### config.mk
export PLATFORM = sky130hd
export DESIGN_NAME = bp_fe_bp_access_sched
export DESIGN_NICKNAME = d
export VERILOG_FILES = /design/src/rtl/bp_fe_bp_sched_pkg.sv /design/src/rtl/bp_fe_bp_upd_fifo.sv /design/src/rtl/bp_fe_bp_access_sched.sv
export SDC_FILE = /design/constraint.sdc
export NUM_CORES = 1
export LEC_CHECK = 0
export ABC_AREA = 1
export CAP_MARGIN = 25
export CORE_ASPECT_RATIO = 0.9
export CORE_UTILIZATION = 28
export CTS_CLUSTER_SIZE = 8
export DETAILED_ROUTE_END_ITERATION = 8
export PLACE_DENSITY_LB_ADDON = 0.25
export SYNTH_ARGS = -nofsm -noshare
export SYNTH_HDL_FRONTEND = slang
export SYNTH_SLANG_ARGS = --single-unit
### constraint.sdc
create_clock -name clk_i -period 5.9 [get_ports clk_i]
set_clock_uncertainty 0.15 [all_clocks]
set_input_delay 1.18 -clock clk_i [delete_from_list [all_inputs] [get_ports clk_i]]
set_output_delay 1.18 -clock clk_i [all_outputs]
set_load 0.05 [all_outputs]
### src/rtl/bp_fe_bp_sched_pkg.sv
// Shared types and constants for the branch-predictor access scheduler.
//   bp_sched_state_e : scheduler FSM state (clear sweep / normal operation)
//   bp_upd_entry_s   : queued commit-time update {idx, correct}; idx is sized
//                      for the widest supported BHT index and narrowed by users
//   stall_cnt_width_gp : width of the lookup-stall performance counter
package bp_fe_bp_sched_pkg;

  typedef enum logic {
    e_init,
    e_run
  } bp_sched_state_e;

  // Widest BHT index an update entry can carry; instantiations must keep
  // bht_idx_width_p at or below this.
  localparam int unsigned bp_upd_idx_width_gp = 16;

  typedef struct packed {
    logic [bp_upd_idx_width_gp-1:0] idx;
    logic                           correct;
  } bp_upd_entry_s;

  localparam int unsigned stall_cnt_width_gp = 16;

endpackage

### src/rtl/bp_fe_bp_upd_fifo.sv
// Circular FIFO buffering commit-time predictor updates.
// Ports:
//   clk_i, reset_n_i : clock, asynchronous active-low reset (empties FIFO)
//   clear_i          : synchronous flush, empties FIFO (wins over push/pop)
//   push_i, data_i   : enqueue (ignored when full)
//   pop_i            : dequeue head (ignored when empty)
//   data_o           : current head entry (zeroed storage, never X)
//   count_o, full_o, empty_o : occupancy status
module bp_fe_bp_upd_fifo #(
  parameter int unsigned width_p = 1,
  parameter int unsigned els_p   = 4
) (
  input  logic                       clk_i,
  input  logic                       reset_n_i,
  input  logic                       clear_i,
  input  logic                       push_i,
  input  logic [width_p-1:0]         data_i,
  input  logic                       pop_i,
  output logic [width_p-1:0]         data_o,
  output logic [$clog2(els_p+1)-1:0] count_o,
  output logic                       full_o,
  output logic                       empty_o
);

  localparam int unsigned ptr_w = $clog2(els_p);
  localparam int unsigned cnt_w = $clog2(els_p + 1);

  logic [width_p-1:0] mem [els_p];
  logic [ptr_w-1:0]   rd_ptr, wr_ptr;
  logic [cnt_w-1:0]   count;
  logic               do_push, do_pop;

  assign full_o  = (count == cnt_w'(els_p));
  assign empty_o = (count == '0);
  assign count_o = count;
  assign data_o  = mem[rd_ptr];

  assign do_push = push_i & ~full_o;
  assign do_pop  = pop_i & ~empty_o;

  // Pointers wrap explicitly so non-power-of-two depths work.
  function automatic logic [ptr_w-1:0] ptr_inc(input logic [ptr_w-1:0] p);
    return (p == ptr_w'(els_p - 1)) ? '0 : p + 1'b1;
  endfunction

  always_ff @(posedge clk_i or negedge reset_n_i) begin
    if (!reset_n_i) begin
      for (int unsigned i = 0; i < els_p; i++) mem[i] <= '0;
      rd_ptr <= '0;
      wr_ptr <= '0;
      count  <= '0;
    end else if (clear_i) begin
      rd_ptr <= '0;
      wr_ptr <= '0;
      count  <= '0;
    end else begin
      if (do_push) begin
        mem[wr_ptr] <= data_i;
        wr_ptr      <= ptr_inc(wr_ptr);
      end
      if (do_pop) rd_ptr <= ptr_inc(rd_ptr);
      case ({do_push, do_pop})
        2'b10:   count <= count + 1'b1;
        2'b01:   count <= count - 1'b1;
        default: count <= count;
      endcase
    end
  end

endmodule

### src/rtl/bp_fe_bp_access_sched.sv
// Access scheduler sharing the single predictor table port between front-end
// lookups and buffered commit-time updates, with a clear sweep after reset
// and after every flush.
// Ports:
//   clk_i, reset_n_i        : clock, asynchronous active-low reset
//   flush_i                 : drop queued updates, restart the clear sweep
//   upd_v_i/idx_i/correct_i : update request; upd_ready_o = FIFO has room
//   lkp_v_i/idx_i           : lookup request; lkp_ready_o = granted this cycle
//   init_done_o             : clear sweep finished (registered)
//   bp_w_v_o/idx_w_o/correct_o/clear_o : predictor write port
//   bp_r_v_o/idx_r_o        : predictor read port (combinational from lookup)
//   stall_cnt_o             : lookup-denied cycle counter, only live when
//                             BP_FE_BP_ACCESS_SCHED_PERF_EN is defined
module bp_fe_bp_access_sched
  import bp_fe_bp_sched_pkg::*;
#(
  parameter int unsigned bht_idx_width_p = 2,
  parameter int unsigned upd_fifo_els_p  = 4,
  parameter int unsigned starve_limit_p  = 4
) (
  input  logic                          clk_i,
  input  logic                          reset_n_i,
  input  logic                          flush_i,
  input  logic                          upd_v_i,
  input  logic [bht_idx_width_p-1:0]    upd_idx_i,
  input  logic                          upd_correct_i,
  output logic                          upd_ready_o,
  input  logic                          lkp_v_i,
  input  logic [bht_idx_width_p-1:0]    lkp_idx_i,
  output logic                          lkp_ready_o,
  output logic                          init_done_o,
  output logic                          bp_w_v_o,
  output logic [bht_idx_width_p-1:0]    bp_idx_w_o,
  output logic                          bp_correct_o,
  output logic                          bp_clear_o,
  output logic                          bp_r_v_o,
  output logic [bht_idx_width_p-1:0]    bp_idx_r_o,
  output logic [stall_cnt_width_gp-1:0] stall_cnt_o
);

  localparam int unsigned cnt_w    = $clog2(upd_fifo_els_p + 1);
  localparam int unsigned starve_w = $clog2(starve_limit_p + 1);

  bp_sched_state_e              state;
  logic [bht_idx_width_p-1:0]   sweep_ptr;
  logic                         init_done_r;
  logic [starve_w-1:0]          starve_cnt;

  bp_upd_entry_s                upd_entry, head;
  logic [cnt_w-1:0]             fifo_count;
  logic                         fifo_full, fifo_empty;
  logic                         in_init, in_run, wr_grant, push;

  assign in_init = (state == e_init);
  assign in_run  = (state == e_run);

  assign wr_grant = in_run & ~fifo_empty &
                    (~lkp_v_i | fifo_full | (starve_cnt == starve_w'(starve_limit_p)));

  assign upd_ready_o = reset_n_i & in_run & (fifo_count < cnt_w'(upd_fifo_els_p));
  assign push        = upd_v_i & upd_ready_o & ~flush_i;

  always_comb begin
    upd_entry         = '0;
    upd_entry.idx     = bp_upd_idx_width_gp'(upd_idx_i);
    upd_entry.correct = upd_correct_i;
  end

  bp_fe_bp_upd_fifo #(
    .width_p ($bits(bp_upd_entry_s)),
    .els_p   (upd_fifo_els_p)
  ) upd_fifo (
    .clk_i     (clk_i),
    .reset_n_i (reset_n_i),
    .clear_i   (flush_i),
    .push_i    (push),
    .data_i    (upd_entry),
    .pop_i     (wr_grant),
    .data_o    (head),
    .count_o   (fifo_count),
    .full_o    (fifo_full),
    .empty_o   (fifo_empty)
  );

  // Outputs are forced low while reset is held, not just after the first edge.
  assign lkp_ready_o  = reset_n_i & in_run & ~wr_grant;
  assign bp_r_v_o     = lkp_ready_o & lkp_v_i;
  assign bp_idx_r_o   = reset_n_i ? lkp_idx_i : '0;
  assign bp_w_v_o     = reset_n_i & (in_init | wr_grant);
  assign bp_clear_o   = reset_n_i & in_init;
  assign bp_idx_w_o   = !reset_n_i ? '0 :
                        in_init    ? sweep_ptr : bht_idx_width_p'(head.idx);
  assign bp_correct_o = reset_n_i & in_run & head.correct;
  assign init_done_o  = init_done_r;

  always_ff @(posedge clk_i or negedge reset_n_i) begin
    if (!reset_n_i) begin
      state       <= e_init;
      sweep_ptr   <= '0;
      init_done_r <= 1'b0;
    end else if (flush_i) begin
      state       <= e_init;
      sweep_ptr   <= '0;
      init_done_r <= 1'b0;
    end else begin
      case (state)
        e_init: begin
          sweep_ptr <= sweep_ptr + 1'b1;
          if (sweep_ptr == '1) begin
            state       <= e_run;
            init_done_r <= 1'b1;
          end
        end
        default: init_done_r <= 1'b1;
      endcase
    end
  end

  always_ff @(posedge clk_i or negedge reset_n_i) begin
    if (!reset_n_i) begin
      starve_cnt <= '0;
    end else if (flush_i || wr_grant || fifo_empty) begin
      starve_cnt <= '0;
    end else if (lkp_v_i && (starve_cnt != starve_w'(starve_limit_p))) begin
      starve_cnt <= starve_cnt + 1'b1;
    end
  end

`ifdef BP_FE_BP_ACCESS_SCHED_PERF_EN
  logic [stall_cnt_width_gp-1:0] stall_cnt_r;

  always_ff @(posedge clk_i or negedge reset_n_i) begin
    if (!reset_n_i) begin
      stall_cnt_r <= '0;
    end else if (in_run && lkp_v_i && !lkp_ready_o && (stall_cnt_r != '1)) begin
      stall_cnt_r <= stall_cnt_r + 1'b1;
    end
  end

  assign stall_cnt_o = stall_cnt_r;
`else
  assign stall_cnt_o = '0;
`endif

endmodule

# ---- After elaboration in Yosys (flattened, before gate mapping)
# Index checks and enable logic that the tools add are counted.
dict set report totals {
  reg_bits 82
  in_bits 10
  output_inout_bits 27
  word_cells 92
}
dict set report classes {
  add_sub_neg 6
  n_lt_le_gt_ge 4
  n_eq_ne 9
  muxes 27
  bitwise 24
  n_reduce_logical 11
}
# operator n
set op_table {}
lappend op_table {{bitwise mux 68 bit} 1}
lappend op_table {{binary-select mux 17 bit (select 2 bit)} 1}
lappend op_table {{demux 17 bit (select 2 bit)} 1}
lappend op_table {{2-to-1 mux 2 bit} 11}
lappend op_table {{2-to-1 mux 17 bit} 1}
lappend op_table {{2-to-1 mux 3 bit} 5}
lappend op_table {{bitwise AND 1 bit} 13}
lappend op_table {{== test 2 bit (second input constant)} 4}
lappend op_table {{adder 2 x 1 -> 2 bit (second input constant)} 3}
lappend op_table {{adder 3 x 1 -> 3 bit (second input constant)} 2}
lappend op_table {{== test 3 bit (second input constant)} 2}
lappend op_table {{>= comparator 3 bit (second input constant)} 2}
lappend op_table {{2-to-1 mux 1 bit} 6}
lappend op_table {{inverter 1 bit} 6}
lappend op_table {{inverter 2 -> 3 bit} 2}
lappend op_table {{case mux 3 bit (2 select lines)} 1}
lappend op_table {{nonzero test 2 bit} 3}
lappend op_table {{nonzero test 3 bit} 2}
lappend op_table {{logical NOT 3 bit} 1}
lappend op_table {{less-than comparator 3 x 1 -> 1 bit (second input constant)} 1}
lappend op_table {{less-than comparator 3 bit (second input constant)} 1}
lappend op_table {{!= test 3 bit (second input constant)} 1}
lappend op_table {{OR 1 bit} 3}
lappend op_table {{subtractor 3 x 1 -> 3 bit (second input constant)} 1}
lappend op_table {{5 further kinds} 7}

# ---- Logic depth before layout (Yosys ltp)
# Gate-level depths: netlist of the first run.
dict set report depth {
  word_depth 8
  mapped_depth 13
  mapped_depth_nobuf 13
}

# ---- By module
# From an unflattened synthesis of the first run, not the netlist that was laid out.
dict set report unflattened {
  hier_cells 480
  area_unflattened_um2 4175.3
}
# mod n_inst cells_each area_each_um2 seq_area_each_um2
set modules_own_cells {}
lappend modules_own_cells {bp_fe_bp_upd_fifo 1 393 3547.2 1876.8}
lappend modules_own_cells {bp_fe_bp_access_sched 1 87 628.1 175.2}

# ---- Least setup slack after synthesis of the first run
# Ideal clock, no wire load.
dict set report synth_timing {
  path_kind {input port to output port}
  startpoint {in reset_n_i}
  endpoint {out bp_idx_w_o[0]}
  t_arrival_ns 3.126
  t_required_ns 4.570
  setup_slack_ns 1.444
  cell_stages 4
  path_buffers 0
  path_cell_list {inv_1 nor2_1 inv_1 o21ai_0}
}
dict set report synth_via {
  elab_chain_len 1
}
# item line_no
set synth_rtl {}
lappend synth_rtl {{start, declared} bp_fe_bp_access_sched.sv:22} ;# input logic reset_n_i,
lappend synth_rtl {{2-to-1 mux 2 bit} bp_fe_bp_access_sched.sv:91} ;# assign bp_idx_w_o = !reset_n_i ? '0 :
lappend synth_rtl {{end, declared} bp_fe_bp_access_sched.sv:33} ;# output logic [bht_idx_width_p-1:0] bp_idx_w_o,
# No other way between the ends.

# ---- Worst setup path after layout of the first run
dict set report layout_timing {
  startpoint {in reset_n_i}
  endpoint {out bp_r_v_o}
}
dict set report layout_via {
  elab_chain_len 3
}
# item line_no
set layout_rtl {}
lappend layout_rtl {{bitwise AND 1 bit (2 in a row)} bp_fe_bp_access_sched.sv:86} ;# assign lkp_ready_o = reset_n_i & in_run & ~wr_grant;
lappend layout_rtl {{bitwise AND 1 bit} bp_fe_bp_access_sched.sv:87} ;# assign bp_r_v_o = lkp_ready_o & lkp_v_i;
lappend layout_rtl {{end, declared} bp_fe_bp_access_sched.sv:36} ;# output logic bp_r_v_o,
# No other way between the ends.

==> results of run 1 <==
-- final cells by class --
class | count | area, µm² | area share, %
sequential | 26 | 651 | 34.4
multi-input combinational | 137 | 771 | 40.8
inverter | 26 | 97.6 | 5.17
tap | 67 | 83.8 | 4.44
clock inverter | 1 | 30.0 | 1.59
clock buffer | 3 | 41.3 | 2.19
timing repair buffer | 22 | 215 | 11.4
-- per-stage QoR --
stage | cell area, µm² | util [%] | instances | power (mW)
2_1_floorplan | 1650 | - | 207 | 0.354
3_3_place_gp | 1820 | 33.8 | 278 | 0.389
3_5_place_dp | 1820 | 33.8 | 278 | 0.388
4_1_cts | 1890 | 35.1 | 282 | 0.538
5_1_grt | 1890 | 35.1 | 282 | 0.565
6_report | 1890 | 35.1 | 282 | 0.534
-- worst register-to-register path, stage by stage (launching register included) --
cell and delay [ns]:
dfrtp_1 0.54, nand2_2 0.15, nor2_4 0.15, nand2_4 0.09
nand3_2 0.14, inv_1 0.07, fa_1 0.37, xnor2_1 0.19
nand4_1 0.11, nand2_1 0.09, nand3_2 0.05, nand2_1 0.06
-- worst max-delay path by stage --
stage,endpoint,slack [ns],cells past startpoint,startpoint
final,bp_r_v_o,1.23,5,reset_n_i
after CTS,bp_r_v_o,1.17,5,reset_n_i
after detailed placement,bp_r_v_o,1.20,5,reset_n_i
after global routing,bp_r_v_o,1.02,5,reset_n_i
after global placement,bp_r_v_o,1.18,5,reset_n_i
after floorplan,bp_idx_w_o[0],1.44,4,reset_n_i
-- cells by family (layout without fill, tap and decap cells) --
logic type / Yosys count / in the layout
AO/OA/AOI/OAI: 38 / 38
XOR/XNOR: 1 / 1
adder cells (fa/ha/maj): 9 / 9
buffers and inverters: 44 / 52
flip-flops: 26 / 26
other: 1 / 16
AND/OR/NAND/NOR: 73 / 73
-- routing by layer --
layer / up-vias / track usage [%]
li1: 628 / -
met1: 524 / 19.0
met2: 33 / 15.5
met3: 5 / 2.48
met4: 0 / 5.36
met5: - / 0
-- power by group through the flow --
stage | clock network, mW | registers, mW | logic (mW)
after global routing | 0.158 | 0.226 | 0.180
after global placement | 0 | 0.227 | 0.161
after detailed placement | 0 | 0.227 | 0.162
after CTS | 0.153 | 0.223 | 0.163
final | 0.150 | 0.223 | 0.160
after floorplan | 0 | 0.222 | 0.132
-- cells in the mapped netlist --
master / n / area, µm²
nor3b_1: 1 / 7.51
o22ai_1: 2 / 12.5
nand2_2: 7 / 43.8
a21oi_1: 5 / 25.0
nand2_1: 33 / 124
nand2_4: 3 / 33.8
o211ai_1: 1 / 7.51
a22oi_1: 1 / 7.51
dfrtp_1: 26 / 651
conb_1: 1 / 3.75
nand3_2: 4 / 40.0
clkbuf_2: 1 / 5.00
nor3_1: 1 / 5.00
nor2_4: 1 / 11.3
o21ai_1: 13 / 65.1
or2_2: 2 / 12.5
inv_1: 22 / 82.6
fa_1: 1 / 20.0
inv_2: 4 / 15.0
o21ai_0: 13 / 65.1
buf_4: 17 / 128
a21oi_4: 1 / 16.3
xnor2_1: 1 / 8.76
ha_1: 8 / 100
nand4_1: 1 / 6.26
nor2_1: 15 / 56.3
o21ai_2: 2 / 17.5
nand3_1: 5 / 25.0
-- flip-flops by register name (all words and copies together) (netlist names) --
| signal | flops |
|---|---|
| upd_fifo.mem | 12 |
| starve_cnt | 3 |
| upd_fifo.count_o | 3 |
| sweep_ptr | 2 |
| upd_fifo.rd_ptr | 2 |
| upd_fifo.wr_ptr | 2 |
| in_run | 1 |
| init_done_o | 1 |
==> out/results.ini, run 1 <==
[outcome]
status = complete, no violations

[global_route]
track_usage_pct = 12.1
grt_max_degree = 18
grt_pass1_wl_um = 5340
grt_pass1_vias = 1085
antenna_found_initial = 0
grt_overflow = 0

[cells_and_area]
area_growth_pct = 18.4
drive_gt1_share_pct = 14.0
final_cell_mix = nand2_1, dfrtp_1, inv_1
fillers = 578
fin_nets = 235
final_common_cell = nand2_1
antennaDiodeCount = 0

[worst_setup_path]
cp_max_fo = 10
r2r_slack_ns = 3.68
path_buf_inv = 3
r2r_start = in_run$_DFF_PN0_
critPathArrivalTime_ns = 3.34
r2r_cells = 11
slowest_stage = clkdlybuf4s50_1
path_cells = clkdlybuf4s50_1 -> buf_4 -> nand2_2 -> nor3b_1 -> clkdlybuf4s50_1
critPathCaptureType = primary output
crit_path_start_kind = input port
path_common_cell = clkdlybuf4s50_1
criticalPathCategory = input port to primary output
reg2reg_to = upd_fifo.count_o[2]$_DFFE_PN0P_
path_delay_family = buffers and inverters
cp.required_ns = 4.57
max_stage_delay_ns = 0.85

[die]
pin_count = 37
num_rows = 25
dieArea_um2 = 6000
chipHeight_um = 73.6
chipWidth_um = 81.6
core_um2 = 5380
start_util_pct = 29.7

[route]
dr_wl_met3_um = 135
wl_met2_um = 1200
antenna_left = 0
num_vias = 1190
avgViaCountPerCell = 4.22
finalWirelength_um = 3160
wire_per_inst_um = 11.2
drt-met1-wl_um = 1770
drt_iter0_markers = 59
highest_layer = met4
drc = 0
drtPass1Iterations = 4

[clock_tree]
htree_levels = 1
clockBufferDepth = 2
cts_tree = done
cts.sinks = 26
cts_resized = 0
clk_pin_slew_ns = 0.10
clockRootBuffer = clkbuf_8
cts.hold.buffers_added = 0
clk_latency_ns = 0.28
cts_setup_buffers = 0
numCtsBuffers = 3

[job]
drv_cap = 0

[power_and_ir_drop]
internal_power_uw = 344
switchingPower_uw = 190
combPwrFrac_pct = 30.0
power.density_nw_per_um2 = 283
p_clk_share_pct = 28.2
p_seq_share_pct = 41.8
netSwitchingFraction_pct = 35.5
ir_worst_vdd_mv = 0.104
leakage_nw = 0.917

[sta]
rsz0062_at_grt = no
fmax_mhz = 214
finalHoldViolations = 0
tightestPinTransition_ns = 0.503
maxSlewHeadroom_pct = 66.4
tns_ns = 0
finalCriticalPeriod_ns = 4.67
setup_viol = 0
holdWs_ns = 0.346
setup_ws_ns = 1.23
min_period_over_period_pct = 79.1
slew_violations = 0

[synth]
ys_warn_count = 0
yosysSeqAreaShare_pct = 40.8
synth-seq-cells = 26
synth_mux_area_share_pct = 0
synth_fa_ha_area_share_pct = 7.53
synth_cells = 192
syn_area_um2 = 1600
synth_xor_area_share_pct = 0.549
synth_compound_area_share_pct = 13.6
yosys.area_share.simple_pct = 22.9
synth_top_family_by_area = simple AND/OR/NAND/NOR gates
avgSynthCellArea_um2 = 8.31
synth_cell_types = 28

[placed_design]
post-place-ws_ns = 1.20
dp_hpwl_um = 2450
port_buffers = 20
place.gp.congestion = 0.702

[hold_path]
worstHoldPathCells = 2
hold_start = upd_fifo.mem[18]$_DFFE_PN0P_
hold_end = upd_fifo.mem[18]$_DFFE_PN0P_
hp-class = register to register

Note: power is estimated with default switching activity, not from simulation.
==> run 2: changes to the inputs <==
- clock period: 5.9 -> 3.8 ns (I/O delays scaled with it)
==> run 2 against run 1 <==
Global-route usage decreased by 0.18 points. Combinational power up 68%. Total power grew 59%. Worst hold slack barely moved. Via count grew 0.84%. Flip-flop and latch count did not move. Critical path depth up 1. Clock power is 55% higher. Core utilization is 1.9 points higher. Sequential share of layout area down 1.7 points. Cell area grew 5.3%. Worst setup slack got worse by 0.63 ns. Critical path type unchanged. Critical endpoint is now bp_idx_w_o[1].
==> out/results.ini, run 2 (synthesis gave the netlist of run 1 again) <==
[sta]
finalCriticalPeriod_ns = 3.20
tns_ns = 0  ; unchanged
slew_violations = 0  ; unchanged
finalHoldViolations = 0  ; unchanged
setup_viol = 0  ; unchanged
min_period_over_period_pct = 84.1
rsz0062_at_grt = no
holdWs_ns = 0.346  ; -0.000319 ns
fmax_mhz = 313

[worst_setup_path]
critPathArrivalTime_ns = 2.29  ; -1.05 ns
r2r_start = in_run$_DFF_PN0_
criticalPathCategory = input port to primary output
crit_start = reset_n_i
cp_max_fo = 6  ; -4
crit_path_start_kind = input port
critPathCaptureType = primary output
r2r_slack_ns = 1.55  ; -2.13 ns
cp.required_ns = 2.89  ; -1.68 ns

[outcome]
status = complete, no violations

[global_route]
grt_pass1_vias = 1099  ; +1.3%
antenna_found_initial = 0  ; unchanged
grt_max_degree = 23  ; +5
track_usage_pct = 11.9  ; -0.18 points
grt_pass1_wl_um = 5300  ; -0.77%
grt_overflow = 0  ; unchanged

[clock_tree]
cts.sinks = 26  ; unchanged
clk_latency_ns = 0.27  ; about the same
cts_tree = done
htree_levels = 1  ; unchanged
cts_setup_buffers = 0  ; unchanged
cts_resized = 0  ; unchanged
clk_pin_slew_ns = 0.09  ; about the same
clockBufferDepth = 2  ; unchanged
clockRootBuffer = clkbuf_8
cts.hold.buffers_added = 0  ; unchanged
numCtsBuffers = 3  ; unchanged

[die]
start_util_pct = 29.7  ; unchanged
pin_count = 37  ; unchanged
chipWidth_um = 81.6  ; unchanged
num_rows = 25  ; unchanged
core_um2 = 5380  ; unchanged
dieArea_um2 = 6000  ; unchanged
chipHeight_um = 73.6  ; unchanged

[route]
num_vias = 1200  ; +0.84%
drt_iter0_markers = 84  ; +42%
finalWirelength_um = 3140  ; -0.70%
wire_per_inst_um = 11.1  ; -0.70%
drc = 0  ; unchanged
drtPass1Iterations = 4  ; unchanged
avgViaCountPerCell = 4.26  ; +0.84%
antenna_left = 0  ; unchanged

[placed_design]
place.gp.congestion = 0.722  ; +2.8%
port_buffers = 20  ; unchanged
dp_hpwl_um = 2460  ; +0.57%

[cells_and_area]
final_cell_mix = nand2_1, dfrtp_1, inv_1
antennaDiodeCount = 0  ; unchanged
fin_nets = 235  ; unchanged
area_growth_pct = 24.7
largest_reg_flops = 12  ; unchanged
drive_gt1_share_pct = 18.6  ; +4.7 points
final_common_cell = nand2_1
regMostFlops = upd_fifo.mem

[power_and_ir_drop]
leakage_nw = 0.967  ; +5.5%
ir_worst_vdd_mv = 0.178  ; +71%
power.density_nw_per_um2 = 426  ; +51%

[hold_path]
hp-class = register to register
hold_start = upd_fifo.mem[18]$_DFFE_PN0P_

[job]
drv_cap = 0  ; unchanged

[run 2: cell types whose count changed in the layout (fill, tap and decap cells not counted), sizes merged]
cell           previous run  this run
buf                       2        12
clkdlybuf4s50            20        10
[run 2: power breakdown]
| part | switching [mW] | internal [mW] |
|---|---|---|
| Combinational | 0.172 | 0.0970 |
| Clock | 0.0920 | 0.141 |
| Sequential | 0.0343 | 0.311 |
[run 2: layer usage]
layer	wire length, µm	global-route usage [%]	share of wire [%]
met2	1360	17.5	43
met4	0	1.79	0
met3	137	3.48	4.4
met5	0	0	0
met1	1640	17.5	52
[run 2: path summary, 6_finish.rpt]
| check | to | depth (start not counted) |
|---|---|---|
| min in group asynchronous | sweep_ptr[0]$_DFFE_PN0P_ | 1 |
| setup reg to reg | upd_fifo.count_o[2]$_DFFE_PN0P_ | 12 |
| hold reg to reg | upd_fifo.mem[18]$_DFFE_PN0P_ | 2 |
| hold / removal | upd_fifo.mem[18]$_DFFE_PN0P_ | 2 |
| max in group asynchronous | upd_fifo.wr_ptr[0]$_DFFE_PN0P_ | 2 |
| setup / recovery | bp_idx_w_o[1] | 6 |
[run 2: layout make-up]
cell class                      instances  area (µm²)
Fill cell                             553        3390
Inverter                               26        97.6
Clock buffer                            3        41.3
Tap cell                               67        83.8
Timing Repair Buffer                   22         315
Clock inverter                          1        30.0
Sequential cell                        26         651
Multi-Input combinational cell        137         771
[run 2: metrics by stage]
step           std cells  cell area (µm²)  power (mW)  util [%]  setup WS [ns]
6_report             282             1990       0.847      37.0          0.605
5_1_grt              282             1990       0.898      37.0          0.423
4_1_cts              282             1990       0.856      37.0          0.580
3_5_place_dp         278             1920       0.622      35.7          0.586
3_3_place_gp         278             1920       0.620      35.7          0.605
2_1_floorplan        207             1650       0.550         -          0.184
[run 2: worst max-delay path, stage by stage]
cell	delay, ns
clkdlybuf4s50_1	0.62
inv_1	0.09
nor2_1	0.23
inv_1	0.08
o21ai_0	0.31
buf_12	0.19
